[src/rtl/sequencer_voice_pkg.sv]
// Note codes, half-period table and helpers shared by the
// sequencer voice and its oscillator.
package sass_notes_pkg;

  typedef logic [3:0] note_t;

  localparam note_t OFF    = 4'd0;
  localparam note_t LOW_C  = 4'd1;
  localparam note_t CS     = 4'd2;
  localparam note_t D      = 4'd3;
  localparam note_t DS     = 4'd4;
  localparam note_t E      = 4'd5;
  localparam note_t F      = 4'd6;
  localparam note_t FS     = 4'd7;
  localparam note_t G      = 4'd8;
  localparam note_t GS     = 4'd9;
  localparam note_t A      = 4'd10;
  localparam note_t AS     = 4'd11;
  localparam note_t B      = 4'd12;
  localparam note_t HIGH_C = 4'd13;

  // Half-period in 10 kHz clocks; codes 0, 14, 15 never sound
  localparam logic [4:0] HALF_PERIOD [0:15] = '{
    5'd0,  5'd19, 5'd18, 5'd17,
    5'd16, 5'd15, 5'd14, 5'd14,
    5'd13, 5'd12, 5'd11, 5'd11,
    5'd10, 5'd10, 5'd0,  5'd0
  };

  typedef enum logic {
    ST_IDLE,
    ST_PLAYING
  } state_t;

  function automatic logic is_valid_note(
    input note_t n
  );
    return (n >= LOW_C) && (n <= HIGH_C);
  endfunction

endpackage

[src/rtl/sequencer_voice_if.sv]
// Player note bus into the voice and the rendered
// audio/status signals back out.
interface sequencer_voice_if #(
  parameter int NUM_PLAYERS = 8
);

  logic                     sequencer_on;
  logic [4*NUM_PLAYERS-1:0] notes_in;
  logic                     tone_out;
  logic [3:0]               note_out;
  logic                     active;

  modport master (
    output sequencer_on,
    output notes_in,
    input  tone_out,
    input  note_out,
    input  active
  );

  modport slave (
    input  sequencer_on,
    input  notes_in,
    output tone_out,
    output note_out,
    output active
  );

endinterface

[src/rtl/sequencer_voice_tone_osc.sv]
// Square-wave oscillator: load restarts high with a fresh
// half-period, run counts down and toggles on expiry.
module tone_osc (
  input  logic       clk,
  input  logic       rst,
  input  logic       load,
  input  logic [4:0] half_period,
  input  logic       run,
  output logic       tone
);

  logic [4:0] r_ph;
  logic       r_tone;

  always_ff @(posedge clk or posedge rst) begin
    if (rst) begin
      r_ph   <= '0;
      r_tone <= 1'b0;
    end else if (load) begin
      r_ph   <= half_period - 5'd1;
      r_tone <= 1'b1;
    end else if (run) begin
      if (r_ph == 5'd0) begin
        r_ph   <= half_period - 5'd1;
        r_tone <= ~r_tone;
      end else begin
        r_ph <= r_ph - 5'd1;
      end
    end
  end

  assign tone = r_tone;

endmodule

[src/rtl/sequencer_voice.sv]
// Picks the lowest-index valid player note, strikes it on
// change, and sustains it as a square-wave tone.
module sequencer_voice
  import sass_notes_pkg::*;
#(
  parameter int NUM_PLAYERS    = 8,
  parameter int SUSTAIN_CYCLES = 2500
) (
  input logic              clk,
  input logic              rst,
  sequencer_voice_if.slave bus
);

  localparam int SW = $clog2(SUSTAIN_CYCLES + 1);
  localparam logic [SW-1:0] SUS_LOAD = SW'(SUSTAIN_CYCLES - 1);

  state_t        r_state;
  state_t        w_next;
  note_t         r_note;
  note_t         r_prev;
  note_t         w_sel;
  logic [SW-1:0] r_sus;
  logic          w_strike;
  logic          w_sus_zero;
  logic          w_load;
  logic          w_run;
  logic [4:0]    w_half;
  logic          w_tone;

  // Descending scan so the lowest index is written last and wins
  always_comb begin
    w_sel = OFF;
    for (int i = NUM_PLAYERS - 1; i >= 0; i--) begin
      if (is_valid_note(bus.notes_in[4*i +: 4])) begin
        w_sel = bus.notes_in[4*i +: 4];
      end
    end
  end

  assign w_strike = bus.sequencer_on
                 && (w_sel != OFF)
                 && (w_sel != r_prev);

  assign w_sus_zero = (r_sus == '0);

  always_ff @(posedge clk or posedge rst) begin
    if (rst) begin
      r_state <= ST_IDLE;
    end else begin
      r_state <= w_next;
    end
  end

  always_comb begin
    w_next = r_state;
    if (!bus.sequencer_on) begin
      w_next = ST_IDLE;
    end else begin
      case (r_state)
        ST_IDLE: begin
          if (w_strike) w_next = ST_PLAYING;
        end
        ST_PLAYING: begin
          if (!w_strike && w_sus_zero) w_next = ST_IDLE;
        end
        default: w_next = ST_IDLE;
      endcase
    end
  end

  always_comb begin
    w_load = w_strike;
    w_run  = (r_state == ST_PLAYING) && !w_strike;
    w_half = w_strike ? HALF_PERIOD[w_sel]
                      : HALF_PERIOD[r_note];
  end

  always_ff @(posedge clk or posedge rst) begin
    if (rst) begin
      r_note <= OFF;
      r_prev <= OFF;
      r_sus  <= '0;
    end else begin
      r_prev <= bus.sequencer_on ? w_sel : OFF;
      if (w_next == ST_IDLE) begin
        r_note <= OFF;
        r_sus  <= '0;
      end else if (w_strike) begin
        r_note <= w_sel;
        r_sus  <= SUS_LOAD;
      end else if (!w_sus_zero) begin
        r_sus <= r_sus - 1'b1;
      end
    end
  end

  tone_osc u_osc (
    .clk         (clk),
    .rst         (rst),
    .load        (w_load),
    .half_period (w_half),
    .run         (w_run),
    .tone        (w_tone)
  );

  // Oscillator state is stale while idle; gate it off here
  assign bus.active   = (r_state == ST_PLAYING);
  assign bus.note_out = r_note;
  assign bus.tone_out = (r_state == ST_PLAYING) && w_tone;

endmodule

[src/flat_wrapper.sv]
// flat-port wrapper written by rule: the top's interface ports become plain ports
module sequencer_voice_flat import sass_notes_pkg::*;
#(
  parameter int NUM_PLAYERS    = 8,
  parameter int SUSTAIN_CYCLES = 2500
)
  (clk, rst, bus_sequencer_on, bus_notes_in, bus_tone_out, bus_note_out, bus_active);
  sequencer_voice_if #(.NUM_PLAYERS(NUM_PLAYERS)) bus_i ();
  input logic clk;
  input logic rst;
  input wire logic [$bits(bus_i.sequencer_on)-1:0] bus_sequencer_on;
  input wire logic [$bits(bus_i.notes_in)-1:0] bus_notes_in;
  output wire logic [$bits(bus_i.tone_out)-1:0] bus_tone_out;
  output wire logic [$bits(bus_i.note_out)-1:0] bus_note_out;
  output wire logic [$bits(bus_i.active)-1:0] bus_active;
  assign bus_i.sequencer_on = bus_sequencer_on;
  assign bus_i.notes_in = bus_notes_in;
  assign bus_tone_out = bus_i.tone_out;
  assign bus_note_out = bus_i.note_out;
  assign bus_active = bus_i.active;
  sequencer_voice #(.NUM_PLAYERS(NUM_PLAYERS), .SUSTAIN_CYCLES(SUSTAIN_CYCLES)) u_core (.clk(clk), .rst(rst), .bus(bus_i));
endmodule
[config.mk]
export PLATFORM = sky130hd
export DESIGN_NAME = sequencer_voice_flat
export DESIGN_NICKNAME = d
export VERILOG_FILES = /design/src/rtl/sequencer_voice_pkg.sv /design/src/rtl/sequencer_voice_if.sv /design/src/rtl/sequencer_voice_tone_osc.sv /design/src/rtl/sequencer_voice.sv /design/src/flat_wrapper.sv
export SDC_FILE = /design/constraint.sdc
export NUM_CORES = 1
export LEC_CHECK = 0
export BUFFER_PORTS_ARGS = -buffer_cell sky130_fd_sc_hd__buf_2
export CORE_MARGIN = 1
export CORE_UTILIZATION = 55
export CTS_BUF_LIST = sky130_fd_sc_hd__clkbuf_16
export DETAILED_ROUTE_END_ITERATION = 10
export PLACE_DENSITY = 0.77
export SETUP_SLACK_MARGIN = 0.4
export SLEW_MARGIN = 20
export SYNTH_ARGS = -nofsm -noshare
export SYNTH_HDL_FRONTEND = slang
export SYNTH_SLANG_ARGS = --single-unit
[constraint.sdc]
create_clock -name clk -period 4 [get_ports clk]
set_input_delay 0 -clock clk [delete_from_list [all_inputs] [get_ports clk]]
set_output_delay 0 -clock clk [all_outputs]
set_load 0.02 [all_outputs]
After elaboration in Yosys (flattened, before gate mapping)
Memory sizes are Yosys's and may differ from the RTL's.
Index checks and enable logic that the tools add are counted.
Storage, ports and cells
  bits in registers: 27
  bits in read-only memories: 160
  output and inout port bits: 6
  word-level logic and storage cells: 85
  memories kept: 2
Cells by class
  add/sub/neg operators: 3
  magnitude comparators: 18
  eq/ne operators: 3
  mux-type cells: 29
  bitwise operators: 4
  reductions and logical operators: 20
Memory list
  (name not given): words 16, width 5, rd ports 1, clocked after memory_dff 0, wr ports 0, RTL line sequencer_voice.sv:74  | w_half = w_strike ? HALF_PERIOD[w_sel]
  (name not given): words 16, width 5, rd ports 1, clocked after memory_dff 0, wr ports 0, RTL line sequencer_voice.sv:75  | : HALF_PERIOD[r_note];
Operators with widths (count)
  two-way mux 4 bit: 11
  two-way mux 5 bit: 8
  two-way mux 12 bit: 3
  >= comparator 4 x 1 -> 1 bit (second input constant): 8
  <= comparator 4 bit (second input constant): 8
  logical AND 1 bit: 13
  zero test 12 bit: 1
  subtractor 12 x 1 -> 12 bit (second input constant): 1
  >= comparator 5 bit (second input constant): 2
  NOT 4 -> 5 bit: 2
  subtractor 5 x 1 -> 5 bit (second input constant): 2
  two-way mux 1 bit: 6
  zero test 5 bit: 1
  != test 4 bit: 1
  nonzero test 2 bit: 2
  nonzero test 4 bit: 1
  != test 3 bit (second input constant): 1
  != test 2 bit (second input constant): 1
  NOT 1 bit: 2
  one-hot mux 1 bit (2 select lines): 1
  AND reduction 2 bit: 1
  zero test 1 bit: 1

Depth between registers and ports, before layout
Gate-level depths: netlist of run 1.
  depth in word-level cells: 19
  depth in mapped cells: 20
  gate-level depth less buffers: 17

Modules after synthesis
A second synthesis of run 1 with hierarchy kept.
Second synthesis, totals
  cells, all modules: 320
  area total of the unflattened synthesis: 2568.7 µm²
By module, submodules not included
  sequencer_voice: instances 1, cells an instance 271, area each 2138.3 µm², sequential area each 525.5 µm²
  tone_osc: instances 1, cells an instance 49, area each 430.4 µm², sequential area each 150.1 µm²

Least setup slack after synthesis of run 1
No wires, ideal clock.
  path kind: input -> register
  start point: input port bus_notes_in[14]
  end point: register u_core.u_osc.r_ph[2]
  setup time: 0.138 ns
  data arrival time: 3.522 ns
  data required time: 3.862 ns
  setup slack: 0.340 ns
  cell stages on the path: 18
  path through: buf_2 > or4_4 > a22o_1 > a311oi_1 > o21a_1 > inv_2 > ha_1 > nand2_1 > or2_2 > buf_1 > nand2_4 > buf_4 > o21ai_1 > ha_1 > inv_1 > or4_1 > nand4_1 > o2111ai_1
Between the ends
  cells in the longest elaborated chain, start to end: 15
Ends and longest elaborated chain
  from (decl): RTL line flat_wrapper.sv:12  | input wire logic [$bits(bus_i.notes_in)-1:0] bus_notes_in;
  >= comparator 4 x 1 -> 1 bit / <= comparator 4 bit (equally long branches): RTL line sequencer_voice_pkg.sv:38  | return (n >= LOW_C) && (n <= HIGH_C);
  logical AND 1 bit: RTL line sequencer_voice_pkg.sv:38
  two-way mux 4 bit * (4 in series): RTL line sequencer_voice.sv:34  | if (is_valid_note(bus.notes_in[4*i +: 4])) begin
  NOT 4 -> 5 bit (not written as such): RTL line sequencer_voice.sv:74
  memory read (16 x 5 bit)
  two-way mux 5 bit (not written as such) (2 in series): RTL line sequencer_voice.sv:74
  two-way mux 5 bit: RTL line sequencer_voice.sv:74
  subtractor 5 x 1 -> 5 bit: RTL line sequencer_voice_tone_osc.sv:20, sequencer_voice_tone_osc.sv:24
  two-way mux 5 bit: RTL line sequencer_voice_tone_osc.sv:23  | if (r_ph == 5'd0) begin
  two-way mux 5 bit: RTL line sequencer_voice_tone_osc.sv:22  | end else if (run) begin
  two-way mux 5 bit: RTL line sequencer_voice_tone_osc.sv:19  | end else if (load) begin
  to (signal assigned): RTL line sequencer_voice_tone_osc.sv:20  | r_ph <= half_period - 5'd1;
  to (signal assigned): RTL line sequencer_voice_tone_osc.sv:24  | r_ph <= half_period - 5'd1;
  to (signal assigned): RTL line sequencer_voice_tone_osc.sv:27  | r_ph <= r_ph - 5'd1;
  to (decl): RTL line sequencer_voice_tone_osc.sv:12  | logic [4:0] r_ph;
Mark *: on every way between the ends. The rest lies on a longest branch, timed or not. The select of a mux whose other input is x is not followed.
A chain may end at the register's enable or synchronous reset.

Final worst setup path of run 1
  start point: input port bus_notes_in[19]
  end point: register u_core.u_osc.r_ph[2]
Between the ends
  cells in the longest elaborated chain, start to end: 16
Ends and longest elaborated chain (RTL line)
  >= comparator 4 x 1 -> 1 bit / <= comparator 4 bit (equally long branches): sequencer_voice_pkg.sv:38
  logical AND 1 bit: sequencer_voice_pkg.sv:38
  two-way mux 4 bit * (5 in series): sequencer_voice.sv:34
  NOT 4 -> 5 bit (not written as such): sequencer_voice.sv:74
  memory read (16 x 5 bit)
  two-way mux 5 bit (not written as such) (2 in series): sequencer_voice.sv:74
  two-way mux 5 bit: sequencer_voice.sv:74
  subtractor 5 x 1 -> 5 bit: sequencer_voice_tone_osc.sv:20, sequencer_voice_tone_osc.sv:24
  two-way mux 5 bit: sequencer_voice_tone_osc.sv:23
  two-way mux 5 bit: sequencer_voice_tone_osc.sv:22
  two-way mux 5 bit: sequencer_voice_tone_osc.sv:19
Marked as above.

==> results by group, run 1 <==
Power
  – Pwr dens: between 300 and 400 nW/um^2
  – LEAKAGE: 1.35 nW
  – Worst vdd ir: 0.334 mV

STA
  – Layout Skew: 2.92 ps
  – WHS: 88.7 ps
  – Slew Limit Headroom: 0.309
  – Tmin final: 3450 ps
  – Unrepaired setup endpoints after global routing: false
  – Worst setup margin: 547 ps
  – # setup viols final: 0
  – Final Hold Fails: 0
  – Setup TNS: 0 ps
  – Max-slew violations: 0
  – Worst-margin pin slew: 1020 ps
  – Fmax: 290 MHz
  – Fin crit share: 0.863

Logic synthesis
  – Cell taking the most area after synthesis: dfrtp_1
  – Predominant post-synthesis flop cell: dfrtp_1
  – Synth top area cells: dfrtp_1 (25%), ha_1 (6.0%), nor3_1 (4.4%)
  – Post-Syn Nets: 393
  – Cell count after synthesis: 345
  – Top cell type's share of synthesized area: 0.247
  – Async SR Flop Fraction: 1.00
  – Number of synthesized flops with an enable pin: 0
  – Sequential-to-total area share from yosys stat: 0.247
  – Syn avg cell area: between 7 and 8 um^2
  – Syn Std Cell Area: 2730 um^2
  – Total of warnings raised by yosys: 0
  – Yosys reg bits: 27
  – Synth cell types: 72

GRT
  – GRT busiest layer: met2
  – First-pass GRT wire length: 10600 um
  – Initial antenna violation count: 0
  – Global Route met1 Usage: 0.353
  – GR Util met3: 0.0333
  – Met2 Use GR: 0.421
  – Vias in the first global route: between 2000 and 2500
  – Grt ovf: 0
  – GRT Util Overall: 0.254
  – Pin count of the biggest net entering global routing: 28

Status
  – Status: completed

Placed design
  – Place WS: roughly 220 ps
  – Port Buffer Count: 40
  – Routability cong.: 0.863
  – HPWL Detailed: 4930 um

Critical path
  – Setup Crit Path Kind: input pin to flop
  – Crit. End Element: flop
  – Worst Setup Start Kind: input pin
  – Req. time, crit path: 4140 ps
  – Max FO, Critical Path: 7
  – Worst endpoint data arrival time: 3590 ps

Route
  – DR vias/cell: 6.14
  – Detailed Route WL: 6540 um
  – Via count: 2745
  – Avg WL per Cell: 14.6 um
  – Residual DRC count: 0
  – DR pass1 iterations: 4
  – Initial drt markers: 164
  – DRT antenna net count: 0

Floorplan
  – Row count: 25
  – # IOs: 41
  – CORE AREA: between 4000 and 5000 um^2
  – Die span in y: 72.5 um
  – Die area: approximately 5200 um^2
  – Initial Util: 0.574
  – Die X-Extent: 72.5 um

Cells and area
  – Final nets: 429
  – Share of post-route cells with drive strength above 1: 0.221
  – Fillers: 424
  – Layout area overhead: 15.0%
  – Antenna diodes: 0
  – Final core utilization: 0.660

Clock tree
  – CTS tree: built
  – Sink Count: 27
  – Clk slew on worst S/H paths: 70 ps
  – TritonCTS buffer count: 3
  – H-Tree Depth: 1
  – Worst-Skew Late Latency: 270 ps
  – Root Driver: clkbuf_16
  – Max clock buf depth: 2

Worst hold path
  – Hold Path Class: input pin to flop

Job
  – Maxcap violations: 0
## layer usage
metal	routed length (um)	vias up
met5	0	-
met4	97	0
met3	363	12
met2	3010	85
met1	3070	1272
li1	-	1376
## cells by family (layout without fill, tap and decap cells)
kind of cell	after synthesis	in the layout	share of synthesized area
compound gates	102	102	0.286
xor+xnor	12	12	0.0413
fa+ha+maj	13	13	0.0596
buf+inv	41	76	0.0646
flops	27	27	0.247
mux	6	6	0.0225
simple gates	144	144	0.278
## through the flow
stage	area (um^2)	std cells	total power, W
floorplan	2730	345	0.000686
global placement	2950	437	0.000794
detailed placement	2950	437	0.000804
CTS	3030	441	0.00104
global route	3140	447	0.00114
finish	3140	447	0.00106
## report_power, final
| part | total, W | internal [W] | leakage, nW | switching [W] |
|---|---|---|---|---|
| combinational | 0.000450 | 0.000190 | 0.972 | 0.000259 |
| clock | 0.000239 | 0.000138 | 0.0415 | 0.000101 |
| sequential | 0.000376 | 0.000319 | 0.333 | 0.0000568 |
## synthesized netlist by cell type (3+ instances only)
| library cell | number |
|---|---|
| o22ai_1 | 4 |
| mux2i_1 | 5 |
| ha_1 | 13 |
| o2111ai_1 | 3 |
| and3_1 | 6 |
| and3b_1 | 3 |
| xnor2_1 | 8 |
| a221oi_2 | 3 |
| o21ai_1 | 7 |
| or4_4 | 3 |
| buf_2 | 3 |
| nand4_1 | 4 |
| nor4_1 | 6 |
| a21oi_1 | 15 |
| o31ai_1 | 6 |
| a22oi_1 | 6 |
| dfrtp_1 | 27 |
| a22o_1 | 3 |
| nor3_1 | 24 |
| clkbuf_1 | 12 |
| or2_2 | 3 |
| nor2_1 | 27 |
| o21a_1 | 4 |
| o211ai_1 | 4 |
| inv_1 | 21 |
| or3_1 | 4 |
| nor2b_1 | 5 |
| nand3_1 | 13 |
| or4_1 | 3 |
| a21boi_0 | 3 |
| o21ai_0 | 11 |
| and2_1 | 3 |
| xor2_1 | 3 |
| nand2_1 | 30 |
## worst max-delay path, cell delays in order
cell and delay (ps):
buf_2 130, or4_4 560, a221oi_4 320, o31ai_2 140, a221oi_2 410, xnor2_2 180
o41a_4 520, and3_1 220, nor2_1 120, ha_2 210, inv_1 50, or4_1 520
nand4_1 110, o2111ai_1 90
## registers in the layout, indices dropped and copies added, names as in the netlist
signal / count
u_core.r_prev: 4
u_core.u_osc.r_ph: 5
u_core.u_osc.tone: 1
u_core.bus.note_out: 4
u_core.bus.active: 1
u_core.r_sus: 12
## layout by cell type, fill, tap and decap left out, drive strengths merged, types with 3 or more instances in the layout
| cell | instances |
|---|---|
| a221oi | 3 |
| ha | 13 |
| or3 | 4 |
| o211ai | 6 |
| nor2 | 27 |
| a22o | 3 |
| a22oi | 6 |
| a21boi | 3 |
| clkbuf | 3 |
| dfrtp | 27 |
| and2 | 3 |
| or4 | 6 |
| nor4 | 6 |
| nand3 | 13 |
| nand4 | 4 |
| nor3 | 24 |
| buf | 49 |
| a21oi | 15 |
| o31ai | 6 |
| xor2 | 3 |
| xnor2 | 9 |
| o21a | 5 |
| and3 | 6 |
| o22ai | 4 |
| o21ai | 18 |
| nand2 | 31 |
| mux2i | 5 |
| or2 | 3 |
| and3b | 3 |
| nor2b | 5 |
| inv | 23 |
| o2111ai | 3 |
## final timing paths
kind,endpoint,slack (ps),depth (start not counted),from
min in group asynchronous,u_core.r_sus[3],330,3,rst
max reg2reg,u_core.u_osc.r_ph[2],1090,12,u_core.r_prev[3]
max in group asynchronous,u_core.r_prev[1],3300,3,rst
max,u_core.u_osc.r_ph[2],550,14,bus_notes_in[19]
min reg2reg,u_core.r_sus[0],530,1,u_core.r_sus[0]
min,u_core.r_prev[1],90,2,bus_sequencer_on
## layout make-up
class / instances / area, um^2 / area share
Multi-Input combinational cell: 277 / 1930 / 0.615
Sequential cell: 27 / 676 / 0.215
Timing Repair Buffer: 50 / 282 / 0.0897
Tap cell: 67 / 83.8 / 0.0267
Inverter: 22 / 82.6 / 0.0263
Clock buffer: 3 / 75.1 / 0.0239
Clock inverter: 1 / 8.76 / 0.00279
## what timing repair did
action                                  CTS  global route
hold buffers                              0             1
resized for setup                         0            11
setup buffers                             0             5
endpoints found under the setup margin    0             2
hold endpoints to repair                  0            27
No activity file was read; power rests on OpenSTA's default activity.
==> inputs of run 2 (changes only) <==
--- a/config.mk
+++ b/config.mk
@@ -6,11 +6,14 @@
 export NUM_CORES = 1
 export LEC_CHECK = 0
 export BUFFER_PORTS_ARGS = -buffer_cell sky130_fd_sc_hd__buf_2
+export CELL_PAD_IN_SITES_DETAIL_PLACEMENT = 0
+export CELL_PAD_IN_SITES_GLOBAL_PLACEMENT = 1
 export CORE_MARGIN = 1
-export CORE_UTILIZATION = 55
+export CORE_UTILIZATION = 43
 export CTS_BUF_LIST = sky130_fd_sc_hd__clkbuf_16
 export DETAILED_ROUTE_END_ITERATION = 10
-export PLACE_DENSITY = 0.77
+export GPL_TIMING_DRIVEN = 0
+export PLACE_DENSITY_LB_ADDON = 0.1
 export SETUP_SLACK_MARGIN = 0.4
 export SLEW_MARGIN = 20
 export SYNTH_ARGS = -nofsm -noshare
==> constraint.sdc (replaced) <==
create_clock -name clk -period 3.3 [get_ports clk]
set_input_delay 0 -clock clk [delete_from_list [all_inputs] [get_ports clk]]
set_output_delay 0 -clock clk [all_outputs]
set_load 0.02 [all_outputs]
==> run 2 against run 1 <==
Register-to-register slack worse by 520 ps. Combinational power is 57% higher. Critical endpoint unchanged. Critical path depth is 2 higher. Sequential share of layout area is 3.0 points lower. Highest routed layer unchanged. Routed wire length is 17% higher. Non-clock buffer count is 31 higher. Cell count is 8.7% higher. Die area is 27% higher. Clock power is 18% higher.
==> results by group, run 2 (synthesis results as in run 1) <==
Status
  – Status: completed (unchanged)

Route
  – Avg WL per Cell: 15.8 um (was 14.6 um)
  – DRT antenna net count: 0 (unchanged)
  – Initial drt markers: 100 (was 164)
  – DR vias/cell: 6.09 (was 6.14)
  – Residual DRC count: 0 (unchanged)
  – DR pass1 iterations: 4 (unchanged)
  – Via count: 2960 (was 2745)
  – Detailed Route WL: 7670 um (was 6540 um)

Placed design
  – HPWL Detailed: 5240 um (was 4930 um)
  – Placed insts: 450 (was 437)
  – Placed Area: 3000 um^2 (was 2950 um^2)
  – Port Buffer Count: 30 (was 40)
  – Routability cong.: 0.841 (was 0.863)

STA
  – Max-slew violations: 0 (unchanged)
  – Unrepaired setup endpoints after global routing: true (was false)
  – Fin crit share: 0.963
  – Fmax: around 310 MHz
  – Setup TNS: 0 ps (unchanged)
  – # setup viols final: 0 (unchanged)
  – Layout Skew: 3.31 ps (was 2.92 ps)
  – Final Hold Fails: 0 (unchanged)
  – Slew Limit Headroom: 0.496 (was 0.309)
  – Worst-margin pin slew: 744 ps (was 1020 ps)
  – Tmin final: between 3000 and 4000 ps

Cells and area
  – Most frequent cells in the layout: buf_4 (30), nand2_1 (28), dfrtp_1 (27) (was buf_2 (40), nand2_1 (30), nor2_1 (27), dfrtp_1 (27), nor3_1 (24))
  – Non-Filler Instances: 486 (was 447)
  – Register with the most flip-flops: u_core.r_sus (unchanged)
  – Share of post-route cells with drive strength above 1: 0.294 (was 0.221)
  – Post-route cell area: 3650 um^2 (was 3140 um^2)
  – Layout area overhead: 33.8% (was 15.0%)
  – Final nets: 460 (was 429)
  – Antenna diodes: 0 (unchanged)
  – Max reg flops: 12 (unchanged)
  – Commonest non-fill, non-tap cell in the layout: buf_4 (was buf_2)
  – Final core utilization: 0.606 (was 0.660)
  – Largest regs: u_core.r_sus: 12 flops, u_core.u_osc.r_ph: 5 flops (unchanged)

GRT
  – Vias in the first global route: 2576 (was 2402)
  – Pin count of the biggest net entering global routing: 28 (unchanged)
  – Initial antenna violation count: 0 (unchanged)
  – First-pass GRT wire length: 11900 um (was 10600 um)
  – Grt ovf: 0 (unchanged)
  – GRT Util Overall: 0.229 (was 0.254)

Floorplan
  – Initial Util: 0.453 (was 0.574)
  – # IOs: 41 (unchanged)
  – Die span in y: 81.7 um (was 72.5 um)
  – CORE AREA: 6030 um^2 (was 4750 um^2)
  – Row count: 28 (was 25)
  – Die area: 6670 um^2 (was 5250 um^2)
  – Die X-Extent: 81.7 um (was 72.5 um)

Critical path
  – Worst Setup SP: bus_notes_in[15] (was bus_notes_in[19])
  – Reg2reg start: u_core.r_prev[3] (unchanged)
  – Cell mode on critical path: or4_4
  – CP cell instances: buf_6 > or4_4 > a22o_4 > a221oi_2 > o21a_2 > xnor2_4 > o41a_4 > nand2_8 > buf_8 > nand2_4 > o21ai_4 > ha_4 > inv_4 > or4_4 > nand4_1 > o2111ai_1 (was buf_2 > or4_4 > a221oi_4 > o31ai_2 > a221oi_2 > xnor2_2 > o41a_4 > and3_1 > nor2_1 > ha_2 > inv_1 > or4_1 > nand4_1 > o2111ai_1)
  – Crit path buf inv count: 3 (was 2)
  – Crit. End Element: flop (unchanged)
  – Crit-path slowest cell: o41a_4 (was or4_4)
  – Worst Setup Start Kind: input pin (unchanged)
  – Max FO, Critical Path: 10 (was 7)
  – Worst endpoint data arrival time: 3310 ps (was 3590 ps)
  – Critical path's largest stage delay: 560 ps (about the same)
  – Req. time, crit path: 3430 ps (was 4140 ps)
  – Setup Crit Path Kind: input pin to flop (unchanged)
  – Critical path's top delay family: compound AO/OA/AOI/OAI gates (was simple AND/OR/NAND/NOR gates)

Clock tree
  – Clk slew on worst S/H paths: 70 ps (about the same)
  – Worst-Skew Late Latency: 260 ps (was 270 ps)
  – Sink Count: 27 (unchanged)
  – Root Driver: clkbuf_16 (unchanged)
  – TritonCTS buffer count: 3 (unchanged)
  – H-Tree Depth: 1 (unchanged)
  – CTS tree: built (unchanged)
  – Max clock buf depth: 2 (unchanged)

Power
  – LEAKAGE: 1.54 nW (was 1.35 nW)
  – Worst vdd ir: 0.298 mV (was 0.334 mV)
  – Pwr dens: 394 nW/um^2 (was 339 nW/um^2)

Worst hold path
  – Hold Path Class: input pin to flop (unchanged)
  – Min-delay src: bus_sequencer_on (unchanged)

Job
  – Maxcap violations: 0 (unchanged)
run 2: cell count changes in the layout (fill, tap and decap cells not counted), sizes merged:
cell and delta:
clkinvlp +1, buf +20, inv -1, clkbuf +11
run 2: worst reg2reg max path, delay by kind of cell (launching register included):
kind / cells / cell delay, ps
adder cells (fa/ha/maj): 1 / 180
buffers and inverters: 3 / 250
AO/OA/AOI/OAI: 5 / 720
AND/OR/NAND/NOR: 4 / 1090
flip-flops: 1 / 350
run 2: layer usage:
layer  part of all wire  track usage
met5                  0            0
met3              0.042       0.0200
met1               0.44        0.289
met4              0.011       0.0561
met2               0.51        0.418
run 2: final cells by class:
cell class	instances	area, um^2
Buffer	19	163
Clock buffer	3	75.1
Clock inverter	1	7.51
Fill cell	535	2370
Inverter	22	87.6
Multi-Input combinational cell	277	2100
Sequential cell	27	676
Tap cell	75	93.8
Timing Repair Buffer	62	448
run 2: per-stage QoR:
step	setup WS (ps)	power (W)	hold WS (ps)
final	121	0.00144	86.0
after global routing	16.1	0.00154	99.8
after CTS	128	0.00135	45.4
after detailed placement	-686	0.000982	327
after global placement	-667	0.000978	318
after floorplan	-103	0.000836	52.7
run 2: where the power goes:
group	internal, W	switching, W
registers	0.000387	0.0000645
clock network	0.000165	0.000116
logic	0.000329	0.000377
total	0.000881	0.000558
run 2: path summary, 6_finish.rpt:
| check | endpoint | slack (ps) | cells after the start |
|---|---|---|---|
| worst max-delay path | u_core.u_osc.r_ph[2] | 120 | 16 |
| worst min-delay path | u_core.r_prev[2] | 90 | 2 |
| worst max register to register | u_core.u_osc.r_ph[2] | 570 | 13 |
| worst min register to register | u_core.r_sus[0] | 500 | 1 |
| max in group asynchronous | u_core.r_sus[10] | 2580 | 3 |
| min in group asynchronous | u_core.r_prev[2] | 340 | 3 |
run 2: timing repair:
action | in CTS | in global routing
gates resized for setup | 26 | 44
hold endpoints to repair | 0 | 27
hold buffers | 0 | 1
gates cloned | 0 | 0
endpoints found under the setup margin | 3 | 2
buffers inserted | 16 | 15
pin swaps | 12 | 26
